[src/rtl/multiport_register_file.sv]
// Two-read / two-write register file with a power-up clear sequence,
// write-to-read forwarding, a pending scoreboard and a raw debug port.
module multiport_register_file #(
   parameter int DATA_WIDTH = 32,
   parameter int ADDR_WIDTH = 5,
   parameter bit ZERO_REG   = 1'b1,
   parameter bit BYPASS     = 1'b1
) (
   input  logic                  clk,
   input  logic                  rst_n,
   output logic                  Ready,
   input  logic [ADDR_WIDTH-1:0] ReadRegister1,
   input  logic [ADDR_WIDTH-1:0] ReadRegister2,
   output logic [DATA_WIDTH-1:0] ReadData1,
   output logic [DATA_WIDTH-1:0] ReadData2,
   input  logic                  WriteEnableA,
   input  logic [ADDR_WIDTH-1:0] WriteRegisterA,
   input  logic [DATA_WIDTH-1:0] WriteDataA,
   input  logic                  WriteEnableB,
   input  logic [ADDR_WIDTH-1:0] WriteRegisterB,
   input  logic [DATA_WIDTH-1:0] WriteDataB,
   input  logic                  ReserveEnable,
   input  logic [ADDR_WIDTH-1:0] ReserveRegister,
   output logic                  Pending1,
   output logic                  Pending2,
   input  logic [ADDR_WIDTH-1:0] DebugRegister,
   output logic [DATA_WIDTH-1:0] DebugData,
   output logic                  Collision
);

   localparam int DEPTH = 1 << ADDR_WIDTH;
   localparam logic [DEPTH-1:0] ONE = {{(DEPTH-1){1'b0}}, 1'b1};
   localparam logic [ADDR_WIDTH-1:0] LAST = {ADDR_WIDTH{1'b1}};

   typedef enum logic {
      CLEAR = 1'b0,
      RUN   = 1'b1
   } state_t;

   state_t state;
   state_t nextState;

   logic [ADDR_WIDTH-1:0] cnt;
   logic [DATA_WIDTH-1:0] regs [DEPTH];
   logic [DEPTH-1:0]      pending;
   logic [DEPTH-1:0]      setMask;
   logic [DEPTH-1:0]      clrMask;

   logic wrA;
   logic wrB;
   logic rsv;
   logic hitA1;
   logic hitB1;
   logic hitA2;
   logic hitB2;

   // FSM: state register
   always_ff @(posedge clk) begin
      if (!rst_n) begin
         state <= CLEAR;
      end else begin
         state <= nextState;
      end
   end

   // FSM: next state
   always_comb begin
      nextState = state;
      case (state)
         CLEAR:   if (cnt == LAST) nextState = RUN;
         RUN:     nextState = RUN;
         default: nextState = CLEAR;
      endcase
   end

   // FSM: outputs
   always_comb begin
      Ready = (state == RUN);
   end

   always_ff @(posedge clk) begin
      if (!rst_n) begin
         cnt <= '0;
      end else if (state == CLEAR) begin
         cnt <= cnt + ADDR_WIDTH'(1);
      end
   end

   // Address 0 is dropped as a target when it is hardwired to zero
   always_comb begin
      wrA = Ready && WriteEnableA
            && !(ZERO_REG && WriteRegisterA == '0);
      wrB = Ready && WriteEnableB
            && !(ZERO_REG && WriteRegisterB == '0);
      rsv = Ready && ReserveEnable
            && !(ZERO_REG && ReserveRegister == '0);
   end

   // Port B is written last so it wins a same-address collision
   always_ff @(posedge clk) begin
      if (rst_n) begin
         if (state == CLEAR) begin
            regs[cnt] <= '0;
         end else begin
            if (wrA) regs[WriteRegisterA] <= WriteDataA;
            if (wrB) regs[WriteRegisterB] <= WriteDataB;
         end
      end
   end

   always_comb begin
      setMask = rsv ? (ONE << ReserveRegister) : '0;
      clrMask = '0;
      if (wrA) clrMask = clrMask | (ONE << WriteRegisterA);
      if (wrB) clrMask = clrMask | (ONE << WriteRegisterB);
   end

   // Set is applied after clear so a same-cycle reserve survives a write
   always_ff @(posedge clk) begin
      if (!rst_n) begin
         pending <= '0;
      end else begin
         pending <= (pending & ~clrMask) | setMask;
      end
   end

   always_ff @(posedge clk) begin
      if (!rst_n) begin
         Collision <= 1'b0;
      end else begin
         Collision <= Ready && WriteEnableA && WriteEnableB
                      && (WriteRegisterA == WriteRegisterB);
      end
   end

   always_comb begin
      hitA1 = BYPASS && WriteEnableA
              && (WriteRegisterA == ReadRegister1);
      hitB1 = BYPASS && WriteEnableB
              && (WriteRegisterB == ReadRegister1);
      hitA2 = BYPASS && WriteEnableA
              && (WriteRegisterA == ReadRegister2);
      hitB2 = BYPASS && WriteEnableB
              && (WriteRegisterB == ReadRegister2);
   end

   always_comb begin
      ReadData1 = regs[ReadRegister1];
      if (hitB1) begin
         ReadData1 = WriteDataB;
      end else if (hitA1) begin
         ReadData1 = WriteDataA;
      end
      if (!Ready || (ZERO_REG && ReadRegister1 == '0)) begin
         ReadData1 = '0;
      end
   end

   always_comb begin
      ReadData2 = regs[ReadRegister2];
      if (hitB2) begin
         ReadData2 = WriteDataB;
      end else if (hitA2) begin
         ReadData2 = WriteDataA;
      end
      if (!Ready || (ZERO_REG && ReadRegister2 == '0)) begin
         ReadData2 = '0;
      end
   end

   always_comb begin
      DebugData = regs[DebugRegister];
      if (!Ready || (ZERO_REG && DebugRegister == '0)) begin
         DebugData = '0;
      end
   end

   always_comb begin
      Pending1 = Ready && pending[ReadRegister1]
                 && !(hitA1 || hitB1);
      Pending2 = Ready && pending[ReadRegister2]
                 && !(hitA2 || hitB2);
   end

endmodule

[config.mk]
export PLATFORM = sky130hd
export DESIGN_NAME = multiport_register_file
export DESIGN_NICKNAME = d
export VERILOG_FILES = /design/src/rtl/multiport_register_file.sv
export SDC_FILE = /design/constraint.sdc
export NUM_CORES = 2
export LEC_CHECK = 0
export CELL_PAD_IN_SITES_DETAIL_PLACEMENT = 1
export CELL_PAD_IN_SITES_GLOBAL_PLACEMENT = 2
export CORE_MARGIN = 3
export CORE_UTILIZATION = 44
export DETAILED_ROUTE_END_ITERATION = 8
export GPL_ROUTABILITY_DRIVEN = 0
export PLACE_DENSITY = 0.83
export SETUP_SLACK_MARGIN = 0.3
export SYNTH_ARGS = -nofsm -noshare
export SYNTH_HDL_FRONTEND = slang
export SYNTH_SLANG_ARGS = --single-unit
[constraint.sdc]
create_clock -name clk -period 5.8 [get_ports clk]
set_clock_uncertainty 0.1 [all_clocks]
set_input_delay 0.87 -clock clk [delete_from_list [all_inputs] [get_ports clk]]
set_output_delay 0.87 -clock clk [all_outputs]
set_load 0.02 [all_outputs]
Word-level counts from Yosys, hierarchy flattened:

Memory sizes are Yosys's and may differ from the RTL's.
Cells that the tools add are included.
W data, S select, Z words.

* add/sub/neg operators: 1
* order comparisons: 2
* equality and inequality tests: 6
* shift-type cells: 3
* multiplexer cells: 30
* bitwise gates (word level): 5
* reductions and logical operators: 34

Operators with widths (count)
* $mux W32: 11
* $shl A1 B5 Y32 const A: 3
* $or A32 B32 Y32: 2
* $and A32 B32 Y32: 1
* $not A32 Y32: 1
* $reduce_or A32 Y1: 1
* $logic_not A5 Y1: 6
* $eq A5 B5 Y1: 5
* $logic_and A1 B1 Y1: 16
* $mux W1: 15
* $lt A5 B6 Y1 const B: 2
* $bmux W1 S5: 2
* $logic_not A1 Y1: 6
* $add A5 B1 Y5 const B: 1
* $eq A5 B5 Y1 const B: 1
* $logic_or A1 B1 Y1: 5
* $mux W5: 1
* $pmux W1 S2: 1
* $not A1 Y1: 1

* register bits: 39
* bits in writable memories: 1024
* bits of input ports: 99
* output and inout bits: 100
* logic and storage cells: 86
* memories kept: 1

Memory list
* regs: depth 32, bits a word 32, read ports 3, clocked after memory_dff 0, wr ports 2, line 44 `logic [DATA_WIDTH-1:0] regs [DEPTH];`

Logic depth before layout (Yosys ltp):

* depth after elaboration: 9
* mapped depth: 9
* gate-level depth less buffers: 5

Worst setup path before layout:

OpenSTA, ideal clock, no wires.

* path type: input port to flip-flop
* start: input port WriteRegisterA[0]
* end: memory regs[21][0] (enable)
* setup time: 0.472 ns
* data arrival time: 4.529 ns
* data required time: 5.228 ns
* slack: 0.699 ns
* stages on the path: 5
* cell sequence: buf_6 > or4_4 > o21ai_0 > a31oi_1 > o32ai_1

RTL lines
* from (decl): line 17 `input logic [ADDR_WIDTH-1:0] WriteRegisterA,`
* to (decl): line 44

Final worst setup path:

* start: input port WriteRegisterA[0]
* end: output port ReadData1[3]

* cells in the longest elaborated chain, start to end: 5

Ends and longest elaborated chain
* $eq A5 B5 Y1: line 138 `&& (WriteRegisterA == ReadRegister1);`
* $logic_and A1 B1 Y1: line 138
* $mux W32: line 151 `end else if (hitA1) begin`
* $mux W32: line 149 `if (hitB1) begin`
* $mux W32: line 154 `if (!Ready || (ZERO_REG && ReadRegister1 == '0)) begin`
* to (decl): line 14 `output logic [DATA_WIDTH-1:0] ReadData1,`

Every way passes these cells.

==> metrics.md <==
| Metric | Value |
|---|---|
| Tot GR Track Use | `38.4%` |
| Layout area overhead | `11.2%` |
| Initial core utilization | `44.3%` |
| WS Path Type | `input pin to primary output` |
| Top_reg_cell synth | `edfxtp_1` |
| HPWL Detailed | `199,000 microns` |
| Top cells by area, synth | `edfxtp_1 43%, mux4_2 22%, nand2_1 5.8%, o21ai_0 5.5%, mux2i_1 4.7%` |
| Worst Tran Pin Value | `about 1.3 ns` |
| Design area | `between 70,000 and 80,000 sq um` |
| Hold_ws | `approximately 0.41 ns` |
| Seq cells post-synth | `roughly 1,100` |
| Residual DRC | `0` |
| Port Buffers | `between 150 and 200` |
| Final min period | `5.35 ns` |
| Skew-Pair Late Insertion Delay | `0.82 ns` |
| DRT Pass-1 Iters | `6` |
| Crit path max fanout | `33` |
| Vert. Die Dim | `just over 400 microns` |
| Register area share after synthesis | `between 40% and 50%` |
| Clock Sinks | `around 1,100` |
| Cell with the most instances after synthesis | `nand2_1` |
| Share of the synthesized area in the top cell type | `between 40 and 50%` |
| Number of synthesized flops with an enable pin | `about 1,000` |
| Share of cells above drive strength 1 | `21.2%` |
| Rel. slew slack | `between 10 and 15%` |
| Mapped Area | `around 71,000 sq um` |
| Routed via count | `61,100` |
| # setup viols final | `0` |
| Critical path arrival | `about 4.4 ns` |
| Initial antenna violation count | `15` |
| Ports | `a little under 200` |
| RSZ-0062 raised after global routing | `false` |
| CP Capture Type | `primary output` |
| Status | `finished, final reports clean` |
| Yosys warns | `0` |
| Final wirelength | `327,000 microns` |
| CTS max path bufs | `3` |
| Wire per inst | `a little over 40 microns` |
| Worst endpoint required time | `between 4 and 5 ns` |
| Core footprint | `161,000 sq um` |
| Final Power | `18.5 mW` |
| Slew Viols, Final | `0` |
| Vias/cell | `about 7.5` |
| Post-Syn Nets | `just over 6,000` |
| Count of final hold-check violations | `0` |
| Avg Cell Area, Syn | `about 12 sq um` |
| Overflow after GRT | `0` |
| Async S/R FF share, synth | `0%` |
| Setup TNS | `0 ns` |
| CTS tree | `built` |
| Startpoint type of the worst setup path | `input pin` |
| NumNets Final | `just under 6,000` |
| Peak VDD IR | `between 0.0002 and 0.0003 V` |
| Static Leak | `23.2 nW` |
| Unique cell type count in the Yosys netlist | `61` |
| Hold Path Class | `register to register` |
| Post-DP Area | `75,100 sq um` |
| Pin count of the biggest net entering global routing | `between 70 and 80` |
| Post-Syn Instances | `roughly 6,000` |
| Vias in the first global route | `just over 60,000` |
| Starting DRT DRC Count | `roughly 9,500` |
| # rows | `~150` |
| CTS buffer count | `130` |
| Clock transition at the registers of the reported paths | `around 0.06 ns` |
| PD cells | `roughly 230 nW/um^2` |
| Clock Tree Root | `clkbuf_16` |
| Fin crit share | `just over 90%` |
| Post-synth top cells | `1,095 x nand2_1, 1,024 x edfxtp_1, 778 x o21ai_0, 710 x mux4_2, 410 x clkbuf_1` |
| Post-synth top area cell | `edfxtp_1` |
| Global-route wire length before repair | `~460,000 microns` |
| Fmax | `about 190 MHz` |
| Max-cap violation count | `0` |
| H-tree depth | `4` |
| Die width | `roughly 410 microns` |
| Die Footprint | `between 150,000 and 200,000 sq um` |
| Post-DRT Antenna Nets | `0` |
==> logic make-up (layout without fill, tap and decap cells) <==
logic type / Yosys count / in the layout / share of synthesized area, %
adders and majority gates: 2 / 2 / 0.0351
muxes: 1046 / 1046 / 27.2
xor gates and xnor gates: 28 / 28 / 0.344
and+or+nand+nor: 1391 / 1391 / 8.16
buffers and inverters: 874 / 762 / 6.32
other: 0 / 19 / 0
DFF: 1063 / 1063 / 44.3
AOI/OAI and AO/OA: 1641 / 1641 / 13.7
==> report_power, final <==
part | internal [mW] | switching [mW] | leakage [nW]
registers | 8.35 | 0.0386 | 8.43
logic | 0.718 | 1.21 | 12.8
clock network | 4.60 | 3.54 | 1.98
==> worst max-delay path: stages <==
cell	delay [ns]
clkdlybuf4s50_1	0.86
xnor2_1	0.18
and4_1	0.26
nand2_2	0.07
buf_4	0.72
nand4_1	0.35
o211ai_1	0.35
clkdlybuf4s50_1	0.70
==> final cells by class <==
cell class / instances / area, sq um
multi-input combinational: 4108 / 36000
fill: 16500 / 81500
tap: 2160 / 2700
clock buffer: 162 / 3460
timing repair buffer: 454 / 4520
antenna: 19 / 47.5
sequential: 1063 / 31500
inverter: 75 / 285
clock inverter: 71 / 626
==> cells in the final DEF, fill, tap and decap left out, types with 21 or more instances in the layout <==
master	netlist	layout
nand3_1	22	22
dfxtp_1	39	38
clkdlybuf4s50_1	0	182
and2_1	38	37
a21oi_1	71	71
nor2_1	65	62
xnor2_1	21	21
edfxtp_1	1024	1024
clkbuf_16	0	134
buf_4	43	213
o21ai_1	286	286
clkinv_1	32	58
mux2i_1	336	336
mux4_2	710	710
nand2_1	1095	1062
or3_1	35	35
o221ai_1	128	128
clkbuf_1	410	28
nand4_1	72	72
o31ai_1	33	32
inv_1	42	41
o211ai_1	65	65
o22ai_1	66	65
buf_12	0	48
a22oi_1	70	70
a32oi_1	88	88
o21ai_0	778	775
nand2_4	0	31
==> sequential cells by signal, indices dropped and copies added (netlist names) <==
| name | count |
|---|---|
| Ready | 1 |
| Collision | 1 |
| regs | 1024 |
| cnt | 5 |
| pending | 32 |
==> routing by layer <==
metal | global-route usage, % | vias to the layer above | part of all wire, %
li1 | - | 23300 | -
met1 | 48.9 | 31200 | 35
met2 | 56.4 | 5310 | 44
met3 | 12.1 | 1231 | 14
met4 | 25.0 | 2 | 7.6
met5 | 0 | - | 0.0040
==> final timing paths <==
kind | depth (start not counted) | slack (ns) | startpoint | endpoint
hold / removal | 1 | 0.41 | pending[0]$_SDFF_PN0_ | pending[0]$_SDFF_PN0_
setup reg to reg | 6 | 1.56 | Ready$_SDFF_PN0_ | regs[0][18]$_DFFE_PP_
setup / recovery | 8 | 0.45 | WriteRegisterA[0] | ReadData1[3]
hold reg to reg | 1 | 0.41 | pending[0]$_SDFF_PN0_ | pending[0]$_SDFF_PN0_
==> what timing repair did <==
item                       in CTS  in global routing
buffers inserted                0                  0
resized for setup               0                  1
setup endpoints to repair       0                 11
hold buffers                    0                  0
==> stage by stage <==
step                      cells  setup WS (ns)  util, %
after floorplan            6045          0.699        -
after global placement     7860          0.626     46.7
after detailed placement   7860          0.637     46.7
after CTS                  8093          0.375     49.2
after global routing       8097          0.533     49.3
final                      8112          0.451     49.3
Power figures use the tool's default switching activity.
